## src/rtl/regfile_pkg.sv

```systemverilog
// Shared definitions for the multiport register file: address-width helper
// and the bulk-clear FSM state encoding.
package regfile_pkg;

    typedef enum logic [1:0] {
        IDLE  = 2'd0,
        CLEAR = 2'd1,
        DONE  = 2'd2
    } clr_state_e;

    // Smallest n with 2**n >= value; callers guarantee value >= 2.
    function automatic int CeilLog2(input int value);
        int n;
        n = 0;
        for (int i = 0; i < 31; i++) begin
            if ((1 << i) < value) begin
                n = i + 1;
            end
        end
        return n;
    endfunction

endpackage

```

## src/rtl/regfile_clear_fsm.sv

```systemverilog
// Bulk-clear sequencer: walks a pointer over every register index, one per
// cycle, then emits a single-cycle done pulse. Blocks writes while active.
module regfile_clear_fsm
    import regfile_pkg::*;
#(
    parameter int DEPTH = 32,
    parameter int NBITS = 5
) (
    input  logic             clk,
    input  logic             reset,
    input  logic             clear_i,
    output logic             busy_o,
    output logic             clear_done_o,
    output logic             clear_en_o,
    output logic [NBITS-1:0] clear_addr_o,
    output logic             write_block_o
);

    // Terminal count is the last valid index, so ptr never leaves the array.
    localparam logic [NBITS-1:0] LAST_PTR = NBITS'(DEPTH - 1);

    clr_state_e       state_q, state_d;
    logic [NBITS-1:0] ptr_q, ptr_d;

    // State and pointer registers with synchronous active-low reset.
    always_ff @(posedge clk) begin
        if (!reset) begin
            state_q <= IDLE;
            ptr_q   <= '0;
        end else begin
            state_q <= state_d;
            ptr_q   <= ptr_d;
        end
    end

    // Next-state and output decode; Clear is only honoured from IDLE.
    always_comb begin
        state_d       = state_q;
        ptr_d         = ptr_q;
        busy_o        = 1'b0;
        clear_done_o  = 1'b0;
        clear_en_o    = 1'b0;
        write_block_o = 1'b1;
        case (state_q)
            IDLE: begin
                write_block_o = 1'b0;
                if (clear_i) begin
                    state_d = CLEAR;
                    ptr_d   = '0;
                end
            end
            CLEAR: begin
                busy_o     = 1'b1;
                clear_en_o = 1'b1;
                if (ptr_q == LAST_PTR) begin
                    state_d = DONE;
                end else begin
                    ptr_d = ptr_q + NBITS'(1);
                end
            end
            DONE: begin
                clear_done_o = 1'b1;
                state_d      = IDLE;
            end
            default: begin
                state_d = IDLE;
            end
        endcase
    end

    assign clear_addr_o = ptr_q;

endmodule

```

## src/rtl/regfile_multiport.sv

```systemverilog
// 2-read / 1-write register file with optional hardwired-zero r0 and a
// sequenced bulk clear. Optional same-cycle write-to-read bypass is enabled
// by defining REGFILE_BYPASS_EN.
module regfile_multiport
    import regfile_pkg::*;
#(
    parameter int WORD_LENGTH = 32,
    parameter int DEPTH       = 32,
    parameter int NBITS       = CeilLog2(DEPTH),
    parameter int ZERO_REG    = 1
) (
    input  logic                   clk,
    input  logic                   reset,
    input  logic [NBITS-1:0]       Read_Reg1,
    input  logic [NBITS-1:0]       Read_Reg2,
    input  logic [NBITS-1:0]       Write_Reg,
    input  logic [WORD_LENGTH-1:0] Write_Data,
    input  logic                   Write,
    input  logic                   Clear,
    output logic [WORD_LENGTH-1:0] Read_Data1,
    output logic [WORD_LENGTH-1:0] Read_Data2,
    output logic                   Busy,
    output logic                   Clear_Done,
    output logic                   Write_Dropped
);

    // One extra bit so DEPTH itself is representable for the range check.
    localparam logic [NBITS:0] DEPTH_EXT = (NBITS + 1)'(DEPTH);

    logic [WORD_LENGTH-1:0] reg_q [DEPTH];
    logic                   write_dropped_q;
    logic                   clear_en;
    logic [NBITS-1:0]       clear_addr;
    logic                   write_block;
    logic                   waddr_valid;
    logic                   waddr_zero;
    logic                   write_accept;
    logic [DEPTH-1:0]       wen_vec;
    logic [DEPTH-1:0]       clr_vec;
    logic [WORD_LENGTH-1:0] rd1_store;
    logic [WORD_LENGTH-1:0] rd2_store;

    regfile_clear_fsm #(
        .DEPTH (DEPTH),
        .NBITS (NBITS)
    ) u_clear_fsm (
        .clk           (clk),
        .reset         (reset),
        .clear_i       (Clear),
        .busy_o        (Busy),
        .clear_done_o  (Clear_Done),
        .clear_en_o    (clear_en),
        .clear_addr_o  (clear_addr),
        .write_block_o (write_block)
    );

    assign waddr_valid  = ({1'b0, Write_Reg} < DEPTH_EXT);
    assign waddr_zero   = (ZERO_REG != 0) && (Write_Reg == '0);
    assign write_accept = Write && !write_block && waddr_valid && !waddr_zero;

    // Per-entry one-hot write and clear strobes.
    genvar gi;
    generate
        for (gi = 0; gi < DEPTH; gi++) begin : g_decode
            assign wen_vec[gi] = write_accept && (Write_Reg == NBITS'(gi));
            assign clr_vec[gi] = clear_en && (clear_addr == NBITS'(gi));
        end
    endgenerate

    // Storage update: reset and the clear engine take priority over writes
    // (writes are blocked while clearing, so they never actually collide).
    always_ff @(posedge clk) begin
        if (!reset) begin
            for (int i = 0; i < DEPTH; i++) begin
                reg_q[i] <= '0;
            end
        end else begin
            for (int i = 0; i < DEPTH; i++) begin
                if (clr_vec[i]) begin
                    reg_q[i] <= '0;
                end else if (wen_vec[i]) begin
                    reg_q[i] <= Write_Data;
                end
            end
        end
    end

    // Flag a write that arrived while the clear engine owned the array.
    always_ff @(posedge clk) begin
        if (!reset) begin
            write_dropped_q <= 1'b0;
        end else begin
            write_dropped_q <= Write && write_block;
        end
    end

    assign Write_Dropped = write_dropped_q;

    // Read muxes: out-of-range addresses and a hardwired r0 fall through to 0.
    always_comb begin
        rd1_store = '0;
        rd2_store = '0;
        for (int i = 0; i < DEPTH; i++) begin
            if (!(ZERO_REG != 0 && i == 0)) begin
                if (Read_Reg1 == NBITS'(i)) begin
                    rd1_store = reg_q[i];
                end
                if (Read_Reg2 == NBITS'(i)) begin
                    rd2_store = reg_q[i];
                end
            end
        end
    end

`ifdef REGFILE_BYPASS_EN
    assign Read_Data1 = (write_accept && (Read_Reg1 == Write_Reg)) ? Write_Data : rd1_store;
    assign Read_Data2 = (write_accept && (Read_Reg2 == Write_Reg)) ? Write_Data : rd2_store;
`else
    assign Read_Data1 = rd1_store;
    assign Read_Data2 = rd2_store;
`endif

endmodule

```

## config.mk

```make
export PLATFORM = sky130hd
export DESIGN_NAME = regfile_multiport
export DESIGN_NICKNAME = d
export VERILOG_FILES = /design/src/rtl/regfile_pkg.sv /design/src/rtl/regfile_clear_fsm.sv /design/src/rtl/regfile_multiport.sv
export SDC_FILE = /design/constraint.sdc
export NUM_CORES = 2
export LEC_CHECK = 0
export ABC_AREA = 1
export CORE_ASPECT_RATIO = 1.25
export CORE_MARGIN = 3
export CORE_UTILIZATION = 63
export CTS_BUF_LIST = sky130_fd_sc_hd__clkbuf_8 sky130_fd_sc_hd__clkbuf_16
export DETAILED_ROUTE_END_ITERATION = 10
export HOLD_SLACK_MARGIN = 0.06
export PLACE_DENSITY = 0.8
export REMOVE_ABC_BUFFERS = 1
export SLEW_MARGIN = 5
export SYNTH_ARGS = -nofsm -noshare
export SYNTH_HDL_FRONTEND = slang
export SYNTH_HIERARCHICAL = 1
export SYNTH_SLANG_ARGS = --single-unit
```

## constraint.sdc

```tcl
create_clock -name clk -period 8.35 [get_ports clk]
set_clock_uncertainty 0.1 [all_clocks]
set_input_delay 2.505 -clock clk [delete_from_list [all_inputs] [get_ports clk]]
set_output_delay 2.505 -clock clk [all_outputs]
set_load 0.005 [all_outputs]
```

==> impl_results.md <==
- Final cell count without fillers: 7474
- Unrepaired setup endpoints after global routing: yes
- Layout filler cell count: 5828
- Diodes inserted: 0
- Worst R2R Setup Slack: 4.56 ns
- F_max: 121.7 MHz
- Post-layout nets: 6385
- Required time at the worst-slack endpoint: 5.75 ns
- Cell count of the worst reg-to-reg path: 8
- Die Y-Extent: 326.0 um
- Post-route antenna net violation count: 0
- Floorplan die area: 0.08541 mm^2
- Number of sinks driven by the clock tree: 1000
- Final hold vios: 0
- Critical Path End Type: output port
- Via count of the first global-routing pass: 44650
- Crit share post-route: 0.9840
- WL met2: 78390 um
- Die Wd: 262.0 um
- Number of antenna violations at the first check in global routing: 0
- Syn. warnings: 6
- Most frequent cells in the layout: 1727 x nor2_1, 1585 x nand2_1, 992 x edfxtp_1
- Number of input and output port buffers inserted: 117
- Critical Path Source Type: input pin
- Setup total negative slack: 0 ns
- Area occupied by multi-input gates: 0.01864 mm^2
- Seq. cell area: 0.02995 mm^2
- Pin count of the biggest net entering global routing: 40
- Normalized max-slew margin: 0.1421
- Final routed wire length divided by cell count: 21.37 um
- Number of top-level pins: 118
- Root buffer cell: clkbuf_16
- Origin of the critical flop-to-flop path: u_clear_fsm/state_q[0]
- Hold_sp: u_clear_fsm/state_q[1]
- Final period demand of the worst path: 8.217 ns
- Number of levels in the clock H-tree: 3
- Residual overflow from global routing: 0
- DRC violations left: 0
- Final HPWL DP: 109100 um
- Cell area after synthesis: 0.05161 mm^2
- Final setup margin: 0.1332 ns
- Worst voltage drop across the vdd grid: 200.3 uV
- Via count of the routed design: 45500
- Placed instance area: 0.05555 mm^2
- Synthesized area divided by synthesized cell count: 8.310 um^2
- Unique cell type count in the Yosys netlist: 32
- Type of the worst min-delay path: flip-flop to flip-flop
- Highest metal layer with signal wires: met4
- Reg-to-reg endpoint: reg_q[0][893]
- Syn-to-layout area delta: 15.01%
- Number of buffers created by CTS: 97
- Final core occ: 0.7355
- Starting utilization of the core area: 0.6395
- Placeable core area: 0.08070 mm^2
- Share of final-layout standard cells stronger than drive strength 1: 0.1050
- Total placed cells including tap cells: 7273
- Clk slew on worst S/H paths: 0.06 ns
- Crit Path Max Fanout: 12
- Worst-Margin Slew: 1.285 ns
- Clock Tree Buf Depth: 3
- Leakage power: 24.14 nW
- Drt pass-1 iters: 6
- Terminating pin of the worst hold path: u_clear_fsm/state_q[1]
- Routability congestion estimate: 0.9316
- Drt via density: 6.087
- Clock tree from TritonCTS: built
- WHS Path Cells: 1
- Global-route wire length before repair: 244600 um
- Max-cap violations: 0
- DP Worst Slack: -0.4809 ns
- Number of flip-flops and latches in the synthesized netlist: 1000
- Seq/Total Area, Yosys: 0.5803
- Clock network latency to the later pin of the worst-skew pair: 0.68 ns
- Gate count of the mapped netlist: 6210
- CP Data Arrival Time: 5.61 ns
- DRC violation total after the first TritonRoute iteration: 5850
- Final Max Tran Viols: 0
- Total Wirelength: 159700 um
- Met3 wire len: 15330 um
- Final design area excluding fillers: 0.05936 mm^2
- Final setup fails: 0
- Metal-1 WL: 58660 um
- Overall Global Routing Usage: 0.3697
- Row Count: 116
- Run status: completed
- Most common cell after layout, fill and taps aside: nor2_1
- Worst hold-check slack: 0.4246 ns
- Setup Crit Path Kind: input pin to output port
- Power per standard cell area: 189.3 mW/mm^2
- PnR Total Power: 11.23 mW
[worst max-delay path: stages]
cell and delay, ns:
clkdlybuf4s15_1 0.24, inv_2 0.08, buf_12 0.16, buf_4 0.17
o2111ai_1 0.24, nand4_1 0.18, nand2_1 0.11, nand4_1 0.10
nand2_1 0.11, nand4_1 0.15, nor3_2 0.19, nand4_1 0.14
nor2_1 0.15, nand4_1 0.13, nor2_1 0.15, nand4_1 0.13
nor2_1 0.11, nand4_1 0.10, clkdlybuf4s50_1 0.46
[worst max path at each step]
stage,startpoint,to
floorplan,Read_Reg1[2],Read_Data1[19]
global route,Read_Reg1[1],Read_Data1[5]
detailed placement,Read_Reg2[3],Read_Data2[26]
CTS,Read_Reg2[2],Read_Data2[18]
finish,Read_Reg2[4],Read_Data2[16]
global placement,Read_Reg2[3],Read_Data2[22]
[report_power, final]
group / switching, mW / leakage (nW) / internal, mW
Sequential: 0.105 / 10.2 / 5.72
Combinational: 0.701 / 12.4 / 0.320
Clock: 1.93 / 1.61 / 2.46
[kinds of logic (layout without fill, tap and decap cells)]
| family | count (synthesis) | count (layout) | synth area share |
|---|---|---|---|
| and+or+nand+nor | 4227 | 4228 | 0.3436 |
| DFF | 1000 | 1000 | 0.5803 |
| buffers and inverters | 901 | 1102 | 0.06735 |
| AOI/OAI and AO/OA | 80 | 80 | 0.008243 |
| adders and majority gates | 2 | 2 | 0.0004848 |
[final cells by class]
| type | count | share of cell area |
|---|---|---|
| Sequential cell | 1000 | 0.5046 |
| Multi-Input combinational cell | 4310 | 0.3140 |
| Timing Repair Buffer | 433 | 0.07502 |
| Clock buffer | 97 | 0.04089 |
| Inverter | 490 | 0.03116 |
| Tap cell | 1062 | 0.02239 |
| Clock inverter | 82 | 0.01193 |
[cells in the mapped netlist]
library cell / n / area, um^2
nor4_1: 1 / 6.260
o21ai_0: 20 / 100.1
inv_1: 467 / 1753
nor3_2: 5 / 50.05
o22ai_1: 2 / 12.51
or2_2: 37 / 231.5
clkinv_1: 3 / 11.26
nand3_1: 149 / 745.7
nor2_1: 1823 / 6843
dfxtp_1: 8 / 160.2
nand4_1: 571 / 3572
or2_1: 8 / 50.05
a21oi_1: 51 / 255.2
nor2_4: 2 / 22.52
ha_1: 2 / 25.02
clkbuf_1: 335 / 1257
buf_2: 47 / 235.2
edfxtp_1: 992 / 29790
nor3b_1: 1 / 7.510
buf_4: 5 / 37.54
nand2_1: 1592 / 5976
inv_2: 19 / 71.32
clkinv_2: 1 / 5.000
o21ai_1: 1 / 5.000
or2_0: 14 / 87.58
buf_6: 2 / 22.52
buf_1: 22 / 82.58
nor3_1: 8 / 40.04
o311ai_0: 1 / 8.760
o2111ai_1: 5 / 43.79
nand2_2: 6 / 37.54
nor2_2: 10 / 62.56
[registers in the layout, summed over array words and instances, names as in the netlist]
signal and cells:
Write_Dropped 1, u_clear_fsm/state_q 2, u_clear_fsm/clear_addr_o 5, reg_q 992
[routing by layer]
metal	up-vias	track usage
li1	20550	-
met1	21330	0.4747
met2	3045	0.6181
met3	572	0.04976
met4	0	0.1826
met5	-	0
[what timing repair did]
action	in CTS	in global routing
hold buffers	0	0
hold endpoints to repair	0	0
buffers inserted	14	4
setup endpoints to repair	64	64
resized for setup	84	141
cloned	3	2
pin swaps	65	198
Note: power is estimated with default switching activity, not from simulation.
